## src/rtl/mc_control.sv

```systemverilog
// Multicycle MIPS control unit: Moore FSM sequencing fetch/decode/execute,
// with a retired-instruction counter and a sticky illegal-instruction flag.
module mc_control (
  input  logic        clock,
  input  logic        reset,
  input  logic [5:0]  opcode,
  input  logic [5:0]  funct,
  input  logic        zero,
  output logic        pc_en,
  output logic [1:0]  pc_src,
  output logic        i_or_d,
  output logic        mem_ren,
  output logic        mem_wen,
  output logic        ir_write,
  output logic        reg_dst,
  output logic        mem_to_reg,
  output logic        reg_wen,
  output logic        alu_src_a,
  output logic [1:0]  alu_src_b,
  output logic [3:0]  alu_op,
  output logic [3:0]  state,
  output logic [31:0] instr_count,
  output logic        illegal
);

  typedef enum logic [3:0] {
    FETCH  = 4'd0,  DECODE = 4'd1,  MEMADR = 4'd2,  MEMRD = 4'd3,
    MEMWB  = 4'd4,  MEMWR  = 4'd5,  REXEC  = 4'd6,  RWB   = 4'd7,
    BRANCH = 4'd8,  JUMP   = 4'd9,  IEXEC  = 4'd10, IWB   = 4'd11
  } state_t;

  state_t      state_q, state_d;
  logic [31:0] count_q;
  logic        illegal_q;
  logic        illegal_exit;
  logic        funct_ok;
  logic [3:0]  rexec_op;
  logic        pc_write, pc_write_cond;
  logic        mem_wen_raw, reg_wen_raw, ir_write_raw;

  always_comb begin
    funct_ok = 1'b1;
    rexec_op = 4'd0;
    case (funct)
      6'h20:   rexec_op = 4'd2;
      6'h22:   rexec_op = 4'd6;
      6'h24:   rexec_op = 4'd0;
      6'h25:   rexec_op = 4'd1;
      6'h2A:   rexec_op = 4'd7;
      6'h27:   rexec_op = 4'd12;
      default: funct_ok = 1'b0;
    endcase
  end

  always_ff @(posedge clock) begin
    if (!reset) begin
      state_q   <= FETCH;
      count_q   <= '0;
      illegal_q <= 1'b0;
    end else begin
      state_q <= state_d;
      // Any return to FETCH retires an instruction, including illegal exits.
      if (state_d == FETCH && state_q != FETCH)
        count_q <= count_q + 32'd1;
      if (illegal_exit)
        illegal_q <= 1'b1;
    end
  end

  always_comb begin
    state_d      = FETCH;
    illegal_exit = 1'b0;
    case (state_q)
      FETCH:  state_d = DECODE;
      DECODE: begin
        case (opcode)
          6'h23, 6'h2B: state_d = MEMADR;
          6'h00:        state_d = REXEC;
          6'h04:        state_d = BRANCH;
          6'h02:        state_d = JUMP;
          6'h08:        state_d = IEXEC;
          default: begin
            state_d      = FETCH;
            illegal_exit = 1'b1;
          end
        endcase
      end
      MEMADR: state_d = (opcode == 6'h2B) ? MEMWR : MEMRD;
      MEMRD:  state_d = MEMWB;
      REXEC: begin
        if (funct_ok) state_d = RWB;
        else          illegal_exit = 1'b1;
      end
      IEXEC:  state_d = IWB;
      default: state_d = FETCH;
    endcase
  end

  always_comb begin
    pc_write      = 1'b0;
    pc_write_cond = 1'b0;
    pc_src        = 2'd0;
    i_or_d        = 1'b0;
    mem_ren       = 1'b0;
    mem_wen_raw   = 1'b0;
    ir_write_raw  = 1'b0;
    reg_dst       = 1'b0;
    mem_to_reg    = 1'b0;
    reg_wen_raw   = 1'b0;
    alu_src_a     = 1'b0;
    alu_src_b     = 2'd0;
    alu_op        = 4'd0;
    case (state_q)
      FETCH: begin
        mem_ren      = 1'b1;
        ir_write_raw = 1'b1;
        alu_src_b    = 2'd1;
        alu_op       = 4'd2;
        pc_write     = 1'b1;
      end
      DECODE: begin
        alu_src_b = 2'd3;
        alu_op    = 4'd2;
      end
      MEMADR, IEXEC: begin
        alu_src_a = 1'b1;
        alu_src_b = 2'd2;
        alu_op    = 4'd2;
      end
      MEMRD: begin
        mem_ren = 1'b1;
        i_or_d  = 1'b1;
      end
      MEMWB: begin
        reg_wen_raw = 1'b1;
        mem_to_reg  = 1'b1;
      end
      MEMWR: begin
        mem_wen_raw = 1'b1;
        i_or_d      = 1'b1;
      end
      REXEC: begin
        alu_src_a = 1'b1;
        alu_op    = rexec_op;
      end
      RWB: begin
        reg_wen_raw = 1'b1;
        reg_dst     = 1'b1;
      end
      BRANCH: begin
        alu_src_a     = 1'b1;
        alu_op        = 4'd6;
        pc_write_cond = 1'b1;
        pc_src        = 2'd1;
      end
      JUMP: begin
        pc_write = 1'b1;
        pc_src   = 2'd2;
      end
      IWB: reg_wen_raw = 1'b1;
      default: ;
    endcase
  end

  // Write strobes are gated by reset so an aborted instruction never commits.
  assign pc_en       = reset & (pc_write | (pc_write_cond & zero));
  assign mem_wen     = reset & mem_wen_raw;
  assign reg_wen     = reset & reg_wen_raw;
  assign ir_write    = reset & ir_write_raw;
  assign state       = state_q;
  assign instr_count = count_q;
  assign illegal     = illegal_q;

endmodule

```

## config.mk

```make
export PLATFORM = sky130hd
export DESIGN_NAME = mc_control
export DESIGN_NICKNAME = d
export VERILOG_FILES = /design/src/rtl/mc_control.sv
export SDC_FILE = /design/constraint.sdc
export NUM_CORES = 1
export LEC_CHECK = 0
export CAP_MARGIN = 15
export CELL_PAD_IN_SITES_DETAIL_PLACEMENT = 1
export CELL_PAD_IN_SITES_GLOBAL_PLACEMENT = 1
export CORE_AREA = 2 2 89 91
export CTS_CLUSTER_DIAMETER = 40
export DETAILED_ROUTE_END_ITERATION = 8
export DIE_AREA = 0 0 91 93
export PLACE_DENSITY_LB_ADDON = 0.1
export SLEW_MARGIN = 40
export SYNTH_ARGS = -nofsm -noshare
export SYNTH_HDL_FRONTEND = slang
export SYNTH_SLANG_ARGS = --single-unit
export TNS_END_PERCENT = 20
```

## constraint.sdc

```tcl
create_clock -name clock -period 2.4 [get_ports clock]
set_input_delay 0.48 -clock clock [delete_from_list [all_inputs] [get_ports clock]]
set_output_delay 0.48 -clock clock [all_outputs]
set_load 0.01 [all_outputs]
```

# Word level (Yosys, flattened, before mapping)
# Index checks and enable logic that the tools add are counted.
[op_classes]
addsub = 1
n_eq_ne = 22
mux = 22
n_bitwise = 6
reduce_logical = 15
[op_table]
columns = ["operator", "n"]
rows = [
  ["== test 6 bit, second input constant", 8],
  ["one-hot mux 4 bit (5 select lines)", 2],
  ["adder 32 x 1 -> 32 bit, second input constant", 1],
  ["one-hot mux 4 bit (6 select lines)", 1],
  ["== test 4 x 3 -> 1 bit, second input constant", 4],
  ["== test 4 bit, second input constant", 4],
  ["2-to-1 mux 1 bit", 13],
  ["one-hot mux 4 bit (3 select lines)", 1],
  ["OR reduction 6 bit", 2],
  ["OR reduction 2 bit", 5],
  ["== test 4 x 2 -> 1 bit, second input constant", 2],
  ["zero test 4 bit", 2],
  ["OR reduction 4 bit", 2],
  ["== test 6 x 2 -> 1 bit, second input constant", 1],
  ["== test 6 x 3 -> 1 bit, second input constant", 1],
  ["== test 6 x 4 -> 1 bit, second input constant", 1],
  ["zero test 6 bit", 1],
  ["2-to-1 mux 3 bit", 2],
  ["one-hot mux 2 bit (3 select lines)", 1],
  ["bitwise AND 1 bit", 5],
  ["== test 4 x 1 -> 1 bit, second input constant", 1],
  ["one-hot mux 2 bit (2 select lines)", 1],
  ["nonzero test 4 bit", 1],
  ["OR reduction 3 bit", 1],
  ["3 further kinds", 3],
]
[word_totals]
register_bits = 37
input_bits = 15

# Longest topological paths before layout
# Gate-level depths: netlist of the first run.
[depth]
ltp_word = 7
depth_mapped = 10

# Least setup slack after synthesis of the first run
# Ideal clock, no wire load.
[synth_timing]
path_kind = "register -> register"
from = "register state_q[3], in the netlist state[3]"
to = "register count_q[30], in the netlist instr_count[30]"
setup_ps = 70
arrival_time_ps = 2347
required_ps = 2330
setup_slack_ps = -17
path_stages_with_launch = 10
path_cell_list = "dfxtp_1 buf_4 nor3_1 a32oi_1 o41ai_1 or4b_1 buf_2 buf_6 or4_1 a21oi_1"
[synth_between]
elab_chain_len = 4
[synth_rtl]
columns = ["item", "line", "source"]
rows = [
  ["start: declaration", "32", "state_t state_q, state_d;"],
  ["start signal: assignment", "61", "state_q <= state_d;"],
  ["== test 4 bit (tied with other cells)", "73", "case (state_q)"],
  ["one-hot mux 4 bit (6 select lines)", "73", ""],
  ["zero test 4 bit", "63", "if (state_d == FETCH && state_q != FETCH)"],
  ["logical AND 1 bit (*)", "63", ""],
  ["end signal: assignment", "64", "count_q <= count_q + 32'd1;"],
  ["end: declaration", "33", "logic [31:0] count_q;"],
]
# Every way passes the cells marked *; elsewhere a longest branch is shown, timed or not.
# A chain may end at the register's enable or synchronous reset.

# Worst setup path in the final report of the first run
[layout_timing]
from = "input funct[2]"
to = "register count_q[13], in the netlist instr_count[13]"
[layout_between]
elab_chain_len = 7
[layout_rtl]
columns = ["item", "line", "source"]
rows = [
  ["start: declaration", "7", "input logic [5:0] funct,"],
  ["== test 6 bit", "44", "case (funct)"],
  ["OR reduction 6 bit (no line) (*)", "n/a", ""],
  ["2-to-1 mux 1 bit (*)", "44", ""],
  ["2-to-1 mux 3 bit (*)", "91", "if (funct_ok) state_d = RWB;"],
  ["one-hot mux 4 bit (6 select lines) (*)", "73", ""],
  ["zero test 4 bit (*)", "63", ""],
  ["logical AND 1 bit (*)", "63", ""],
]
# Marked as above.

==> results of run 1 <==
cells in the final DEF (no fill, tap or decap), drive strengths merged, types with 12 or more instances in the layout:
cell            n
a21oi          34
buf            62
clkdlybuf4s50  49
dfxtp          37
nand2          12
nand3          12
nand4          14
nor2           27
o21ai          25
or3            26
worst max path at each step:
stage / startpoint / to / slack, ns / depth (start not counted)
final: funct[2] / instr_count[13]$_SDFFE_PN0P_ / 0.04 / 8
after global routing: funct[2] / instr_count[13]$_SDFFE_PN0P_ / -0.04 / 8
after CTS: funct[0] / instr_count[17]$_SDFFE_PN0P_ / 0.002 / 8
after detailed placement: funct[3] / instr_count[12]$_SDFFE_PN0P_ / -0.72 / 8
after global placement: funct[1] / instr_count[14]$_SDFFE_PN0P_ / -0.67 / 8
after floorplan: funct[2] / instr_count[30]$_SDFFE_PN0P_ / -0.007 / 8
worst max-delay path, stage by stage:
cell	delay, ns
sky130_fd_sc_hd__buf_2	0.12
sky130_fd_sc_hd__and3b_2	0.24
sky130_fd_sc_hd__a31oi_4	0.19
sky130_fd_sc_hd__o211ai_1	0.14
sky130_fd_sc_hd__or4b_4	0.62
sky130_fd_sc_hd__bufbuf_16	0.30
sky130_fd_sc_hd__or3_1	0.35
sky130_fd_sc_hd__a21oi_1	0.15
layer usage:
metal	part of all wire, %	track usage [%]	wire length [µm]
met1	47	24.8	3720
met3	3.1	2.82	242
met5	0	0	0
met4	0.70	3.41	55
met2	49	33.0	3880
registers in the layout, summed over array words and instances, names as in the netlist:
register / cells
state: 4
instr_count: 32
illegal: 1
cell families after synthesis:
| kind of cell | count (synthesis) | share of synthesized area (%) |
|---|---|---|
| XOR/XNOR | 3 | 1.20 |
| AND/OR/NAND/NOR | 146 | 37.5 |
| multiplexers | 1 | 0.458 |
| buffers and inverters | 24 | 5.16 |
| adder cells (fa/ha/maj) | 1 | 0.573 |
| AO/OA/AOI/OAI | 80 | 21.1 |
| flip-flops | 37 | 33.9 |
power groups by stage:
| stage | sequential [mW] | combinational, mW | clock, mW |
|---|---|---|---|
| 3_5_place_dp | 0.643 | 0.215 | 0 |
| 4_1_cts | 0.629 | 0.261 | 0.586 |
| 6_report | 0.628 | 0.275 | 0.575 |
| 3_3_place_gp | 0.643 | 0.213 | 0 |
| 5_1_grt | 0.629 | 0.297 | 0.612 |
| 2_1_floorplan | 0.646 | 0.0921 | 0 |
per-stage QoR:
step                hold slack, ns  instance area, µm²  TNS (ns)  cells
CTS                          0.491                3520         0    504
floorplan                    0.500                2190  -0.00712    292
global route                 0.506                3620   -0.0726    509
global placement             0.467                3250    -20.85    490
finish                       0.489                3620         0    509
detailed placement           0.478                3250    -21.72    490
area by class of cell:
type / count / area [µm²]
inverters: 6 / 22.5
well taps: 102 / 128
clock inverters: 1 / 30.0
clock buffers: 7 / 86.3
repair buffers: 125 / 1140
multi-input cells: 231 / 1470
fillers: 948 / 3910
flip-flops and latches: 37 / 751
repair_timing:
item,4_1_cts,5_1_grt
setup buffers,4,5
resized for setup,52,36
cloned,2,0
hold endpoints to repair,0,0
setup endpoints to repair,39,32
pin swaps,22,15
==> metrics.txt, run 1 <==
# TYPE chip_impl_metric gauge
chip_impl_info{name="startpoint_type",value="primary input"} 1
chip_impl_metric{name="cts.sinks",unit=""} 37
chip_impl_metric{name="areaGrowthSynthToFinish",unit="%"} 65.9
chip_impl_metric{name="fin_ws",unit="ns"} 0.0416
chip_impl_metric{name="via_count",unit=""} 2661
chip_impl_metric{name="cts-htree-levels",unit=""} 2
chip_impl_metric{name="max_freq",unit="GHz"} 0.424
chip_impl_metric{name="combinationalPowerShare",unit="%"} 18.6
chip_impl_metric{name="number_of_global_route_vias_before_repair",unit=""} 2708
chip_impl_metric{name="timing.slew.headroom",unit="%"} 64.0
chip_impl_metric{name="avgViaCountPerCell",unit=""} 5.23
chip_impl_metric{name="drc",unit=""} 0
chip_impl_info{name="rr_endpoint",value="instr_count[13]$_SDFFE_PN0P_"} 1
chip_impl_metric{name="final.setup_skew",unit="ns"} 0.00602
chip_impl_metric{name="totalWireLength",unit="mm"} 7.90
chip_impl_metric{name="worstHoldPathCells",unit=""} 2
chip_impl_metric{name="total_power",unit="mW"} 1.48
chip_impl_metric{name="vdd.ir_drop.worst",unit="V"} 0.000231
chip_impl_metric{name="synth.net_count",unit=""} 308
chip_impl_metric{name="ctsHoldBuffers",unit=""} 0
chip_impl_metric{name="p_leak",unit="nW"} 1.34
chip_impl_metric{name="route.detailed.wl_per_inst",unit="µm"} 15.5
chip_impl_metric{name="ys_async_sr_fraction",unit="%"} 0
chip_impl_metric{name="first_pass_iters",unit=""} 4
chip_impl_metric{name="final-hold-violation-count",unit=""} 0
chip_impl_metric{name="preCtsSetupSlack",unit="ns"} -0.718
chip_impl_info{name="yosysMostFrequentCell",value="sky130_fd_sc_hd__dfxtp_1"} 1
chip_impl_metric{name="cp.required",unit="ns"} 2.62
chip_impl_metric{name="switching_share",unit="%"} 24.9
chip_impl_metric{name="finalMaxSlewViolations",unit=""} 0
chip_impl_metric{name="grt_usage",unit="%"} 18.8
chip_impl_metric{name="cap_violations",unit=""} 0
chip_impl_metric{name="buffer_ports.inserted",unit=""} 68
chip_impl_metric{name="synthesis.instances",unit=""} 292
chip_impl_metric{name="worstPathArrival",unit="ns"} 2.58
chip_impl_metric{name="placed_wire_length_estimate",unit="mm"} 5.67
chip_impl_metric{name="min_clock_period_post_route",unit="ns"} 2.36
chip_impl_metric{name="grt_start_max_net_pins",unit=""} 33
chip_impl_metric{name="clk_latency",unit="ns"} 0.29
chip_impl_metric{name="fin_nets",unit=""} 422
chip_impl_info{name="critical_path.reg2reg.startpoint",value="state[3]$_SDFF_PN0_"} 1
chip_impl_metric{name="power.switching",unit="mW"} 0.368
chip_impl_metric{name="final-setup-viol-count",unit=""} 0
chip_impl_metric{name="final_util",unit="%"} 48.1
chip_impl_metric{name="cts_buffers",unit=""} 5
chip_impl_metric{name="num_antenna_cells",unit=""} 0
chip_impl_info{name="post_synth_most_frequent_cells",value="sky130_fd_sc_hd__dfxtp_1, sky130_fd_sc_hd__a21oi_1, sky130_fd_sc_hd__nor2_1, sky130_fd_sc_hd__or3_1, sky130_fd_sc_hd__o21ai_0"} 1
chip_impl_metric{name="design.die.area",unit="µm²"} 8460
chip_impl_metric{name="core_area",unit="µm²"} 7530
chip_impl_metric{name="number_of_flops_mapped_to_enable_cells_by_yosys",unit=""} 0
chip_impl_info{name="status",value="finished, final reports clean"} 1
chip_impl_info{name="dominantRegCellSynth",value="sky130_fd_sc_hd__dfxtp_1"} 1
chip_impl_metric{name="syn_area",unit="µm²"} 2180
chip_impl_metric{name="floorplan.initialDensity",unit="%"} 29.0
chip_impl_info{name="worstHoldStart",value="instr_count[31]$_SDFFE_PN0P_"} 1
chip_impl_metric{name="pin_count",unit=""} 69
chip_impl_info{name="netlist_top_cells_area",value="sky130_fd_sc_hd__dfxtp_1, sky130_fd_sc_hd__a21oi_1, sky130_fd_sc_hd__or3_1"} 1
chip_impl_metric{name="setup.reg_to_reg.worst_slack",unit="ns"} 0.08
chip_impl_info{name="tritoncts",value="done"} 1
chip_impl_metric{name="cts.reportedPaths.clkPinSlew",unit="ns"} 0.08
chip_impl_info{name="setup.worst_path.class",value="in -> reg"} 1
chip_impl_info{name="timing.critical_path.to_type",value="flip-flop"} 1
chip_impl_metric{name="synth-seq-cells",unit=""} 37
chip_impl_metric{name="gr-total-overflow",unit=""} 0
chip_impl_metric{name="yosysSeqAreaShare",unit="%"} 33.9
chip_impl_metric{name="post_route_cells_drive_above_1_share",unit="%"} 26.0
chip_impl_metric{name="antenna_violating_nets_post_route",unit=""} 0
chip_impl_metric{name="worst_r2r_path_depth",unit=""} 8
chip_impl_metric{name="initialDrtViolationCount",unit=""} 104
chip_impl_metric{name="worst-slew-pin-transition",unit="ns"} 0.532
chip_impl_info{name="setup_repair_after_global_routing_missed_its_margin",value="yes"} 1
chip_impl_metric{name="synth_top_area_share",unit="%"} 33.9
chip_impl_metric{name="synth.yosys.warnings",unit=""} 0
chip_impl_metric{name="gp_congestion",unit=""} 0.799
chip_impl_metric{name="synthesis.area_per_instance",unit="µm²"} 7.48
chip_impl_metric{name="final.period_utilization",unit="%"} 98.3
chip_impl_metric{name="cts_max_path_buffers",unit=""} 2
chip_impl_info{name="synth_area_leader_cell",value="sky130_fd_sc_hd__dfxtp_1"} 1
chip_impl_metric{name="synth.distinct_cells",unit=""} 46
chip_impl_metric{name="power_per_cell_area",unit="nW/µm²"} 408
chip_impl_metric{name="critPathMaxFanout",unit=""} 8
chip_impl_metric{name="grt_pass1_wl",unit="mm"} 13.2
chip_impl_metric{name="power_frac_clock",unit="%"} 38.9
chip_impl_metric{name="share_seq_of_total_power",unit="%"} 42.5
chip_impl_metric{name="die_h",unit="µm"} 93
chip_impl_info{name="cts_root_buffer",value="sky130_fd_sc_hd__clkbuf_8"} 1
chip_impl_metric{name="number_of_antenna_violations_at_the_first_check_in_global_routing",unit=""} 0
chip_impl_metric{name="intPower",unit="mW"} 1.11
chip_impl_metric{name="site_rows",unit=""} 32
chip_impl_info{name="min_to",value="instr_count[31]$_SDFFE_PN0P_"} 1
chip_impl_info{name="timing.hold.worst.class",value="reg -> reg"} 1
chip_impl_metric{name="die_width",unit="µm"} 91
(Power assumes the default switching activity.)
==> run 2, diff against run 1 <==
--- a/config.mk
+++ b/config.mk
@@ -6,7 +6,7 @@
 export NUM_CORES = 1
 export LEC_CHECK = 0
 export CAP_MARGIN = 15
-export CELL_PAD_IN_SITES_DETAIL_PLACEMENT = 1
+export CELL_PAD_IN_SITES_DETAIL_PLACEMENT = 0
 export CELL_PAD_IN_SITES_GLOBAL_PLACEMENT = 1
 export CORE_AREA = 2 2 89 91
 export CTS_CLUSTER_DIAMETER = 40
==> run 2 against run 1 <==
Net effect: utilization barely moved; non-clock buffer count did not move; register-to-register slack got worse by 0.02 ns; clock skew rose by 0.0059 ns; die area did not move; sequential power barely moved; critical path type is now in -> out; largest cell class unchanged.
==> metrics.txt, run 2 (synthesized netlist as in run 1, its figures left out) <==
# TYPE chip_impl_metric gauge
chip_impl_metric{name="met3_wire_len",unit="µm"} 261
chip_impl_metric{name="die_h",unit="µm"} 93
chip_impl_metric{name="worstPathArrival",unit="ns"} 1.91
chip_impl_metric{name="design.die.area",unit="µm²"} 8460
chip_impl_metric{name="worst-slew-pin-transition",unit="ns"} 0.536
chip_impl_metric{name="number_of_global_route_vias_before_repair",unit=""} 2512
chip_impl_info{name="timing.hold.worst.class",value="reg -> reg"} 1
chip_impl_metric{name="filler_cell_count",unit=""} 795
chip_impl_metric{name="vdd.ir_drop.worst",unit="V"} 0.000351
chip_impl_metric{name="via_count",unit=""} 2579
chip_impl_info{name="startpoint_type",value="primary input"} 1
chip_impl_metric{name="cp.required",unit="ns"} 1.92
chip_impl_metric{name="final-hold-violation-count",unit=""} 0
chip_impl_metric{name="timing.setup.tns",unit="ns"} 0
chip_impl_info{name="setup.worst_path.class",value="in -> out"} 1
chip_impl_metric{name="post_dp_cell_area",unit="µm²"} 3250
chip_impl_metric{name="num_antenna_cells",unit=""} 0
chip_impl_metric{name="route.detailed.wl_per_inst",unit="µm"} 14.3
chip_impl_metric{name="p_leak",unit="nW"} 1.31
chip_impl_metric{name="placed_wire_length_estimate",unit="mm"} 5.16
chip_impl_metric{name="grt_start_max_net_pins",unit=""} 33
chip_impl_info{name="commonest_non_fill_non_tap_cell_in_the_layout",value="sky130_fd_sc_hd__clkdlybuf4s50_1"} 1
chip_impl_info{name="status",value="finished, final reports clean"} 1
chip_impl_metric{name="totalWireLength",unit="mm"} 7.26
chip_impl_metric{name="timing.slew.headroom",unit="%"} 63.8
chip_impl_metric{name="post-route-cell-area",unit="µm²"} 3620
chip_impl_metric{name="final.period_utilization",unit="%"} 99.7
chip_impl_info{name="setup_repair_after_global_routing_missed_its_margin",value="yes"} 1
chip_impl_metric{name="site_rows",unit=""} 32
chip_impl_metric{name="gp_congestion",unit=""} 0.799
chip_impl_metric{name="max_freq",unit="GHz"} 0.418
chip_impl_metric{name="areaGrowthSynthToFinish",unit="%"} 66.0
chip_impl_metric{name="gr-total-overflow",unit=""} 0
chip_impl_metric{name="initialDrtViolationCount",unit=""} 111
chip_impl_metric{name="largest_reg_flops",unit=""} 32
chip_impl_metric{name="met2_length",unit="mm"} 3.47
chip_impl_metric{name="fin_nets",unit=""} 422
chip_impl_metric{name="final.setup_skew",unit="ns"} 0.0119
chip_impl_metric{name="pin_count",unit=""} 69
chip_impl_metric{name="cap_violations",unit=""} 0
chip_impl_metric{name="cts-htree-levels",unit=""} 2
chip_impl_info{name="cts_root_buffer",value="sky130_fd_sc_hd__clkbuf_8"} 1
chip_impl_metric{name="buffer_ports.inserted",unit=""} 68
chip_impl_info{name="tritoncts",value="done"} 1
chip_impl_metric{name="antenna_violating_nets_post_route",unit=""} 0
chip_impl_metric{name="first_pass_iters",unit=""} 4
chip_impl_info{name="most_frequent_cells_in_the_layout",value="sky130_fd_sc_hd__clkdlybuf4s50_1, sky130_fd_sc_hd__buf_4, sky130_fd_sc_hd__dfxtp_1, sky130_fd_sc_hd__a21oi_1, sky130_fd_sc_hd__nor2_1"} 1
chip_impl_metric{name="route.layer.met1.wl",unit="mm"} 3.48
chip_impl_metric{name="cts_buffers",unit=""} 5
chip_impl_metric{name="avgViaCountPerCell",unit=""} 5.08
chip_impl_info{name="timing.critical_path.to_type",value="output pin"} 1
chip_impl_metric{name="die_width",unit="µm"} 91
chip_impl_metric{name="critPathMaxFanout",unit=""} 4
chip_impl_metric{name="power_per_cell_area",unit="nW/µm²"} 377
chip_impl_metric{name="floorplan.initialDensity",unit="%"} 29.0
chip_impl_metric{name="min_clock_period_post_route",unit="ns"} 2.39
chip_impl_metric{name="final_util",unit="%"} 48.2
chip_impl_metric{name="grt_pass1_wl",unit="mm"} 11.9
chip_impl_metric{name="finalMaxSlewViolations",unit=""} 0
chip_impl_metric{name="cts_max_path_buffers",unit=""} 2
chip_impl_metric{name="cts.reportedPaths.clkPinSlew",unit="ns"} 0.07
chip_impl_metric{name="number_of_antenna_violations_at_the_first_check_in_global_routing",unit=""} 0
chip_impl_metric{name="core_area",unit="µm²"} 7530
chip_impl_metric{name="cts.sinks",unit=""} 37
chip_impl_metric{name="clk_latency",unit="ns"} 0.29
chip_impl_metric{name="drc",unit=""} 0
chip_impl_metric{name="grt_usage",unit="%"} 16.9
chip_impl_metric{name="final-setup-viol-count",unit=""} 0
chip_impl_metric{name="total_power",unit="mW"} 1.37
chip_impl_metric{name="post_route_cells_drive_above_1_share",unit="%"} 25.6
chip_impl_info{name="top_layer_used",value="met4"} 1
## run 2: cell count changes in the layout (fill, tap and decap cells not counted), moves of 2 or more
cell                              change
sky130_fd_sc_hd__buf_4                -6
sky130_fd_sc_hd__buf_6                +5
sky130_fd_sc_hd__a21oi_1              +2
sky130_fd_sc_hd__a21oi_2              -2
sky130_fd_sc_hd__clkdlybuf4s50_1      +2
sky130_fd_sc_hd__or4_1                +2
sky130_fd_sc_hd__or4_4                -2
## run 2: critical path, cell delays in order
cell                              delay, ns
sky130_fd_sc_hd__clkdlybuf4s50_1       0.58
sky130_fd_sc_hd__inv_2                 0.09
sky130_fd_sc_hd__nor3_1                0.18
sky130_fd_sc_hd__clkdlybuf4s50_1       0.57
## run 2: worst paths after layout
check / depth (start not counted) / slack [ns] / startpoint / to
setup / recovery: 4 / 0.007 / reset / mem_wen
setup reg to reg: 8 / 0.06 / state[3]$_SDFF_PN0_ / instr_count[11]$_SDFFE_PN0P_
hold reg to reg: 2 / 0.49 / instr_count[31]$_SDFFE_PN0P_ / instr_count[31]$_SDFFE_PN0P_
hold / removal: 2 / 0.49 / instr_count[31]$_SDFFE_PN0P_ / instr_count[31]$_SDFFE_PN0P_
## run 2: area by class of cell
class                      instances  area [µm²]  share of cell area, %
timing repair buffer             125        1170                   32.2
sequential                        37         748                   20.6
multi-input combinational        231        1470                   40.5
clock inverter                     1        7.51                  0.207
tap                              102         128                   3.52
inverter                           6        22.5                  0.621
clock buffer                       6        82.6                   2.28
## run 2: repair_timing
action | 4_1_cts | 5_1_grt
gates resized for setup | 57 | 32
gates cloned | 3 | 2
pin swaps | 26 | 22
setup endpoints to repair | 39 | 34
setup buffers | 2 | 4
hold buffers | 0 | 0
## run 2: through the flow
stage	hold slack [ns]	setup WS, ns	instances
6_report	0.495	0.00663	508
5_1_grt	0.515	-0.0528	508
4_1_cts	0.491	-0.0899	502
3_5_place_dp	0.477	-0.700	490
3_3_place_gp	0.467	-0.671	490
2_1_floorplan	0.500	-0.00712	292
## run 2: per-layer routing
| metal | global-route usage, % | vias to the layer above |
|---|---|---|
| li1 | - | 1312 |
| met1 | 22.9 | 1213 |
| met2 | 28.7 | 49 |
| met3 | 2.98 | 5 |
| met4 | 2.65 | 0 |
| met5 | 0 | - |
## run 2: power by group
group          internal (mW)  total (mW)  switching (mW)
Combinational          0.158       0.282           0.123
Clock                  0.227       0.457           0.229
Sequential             0.620       0.629         0.00913
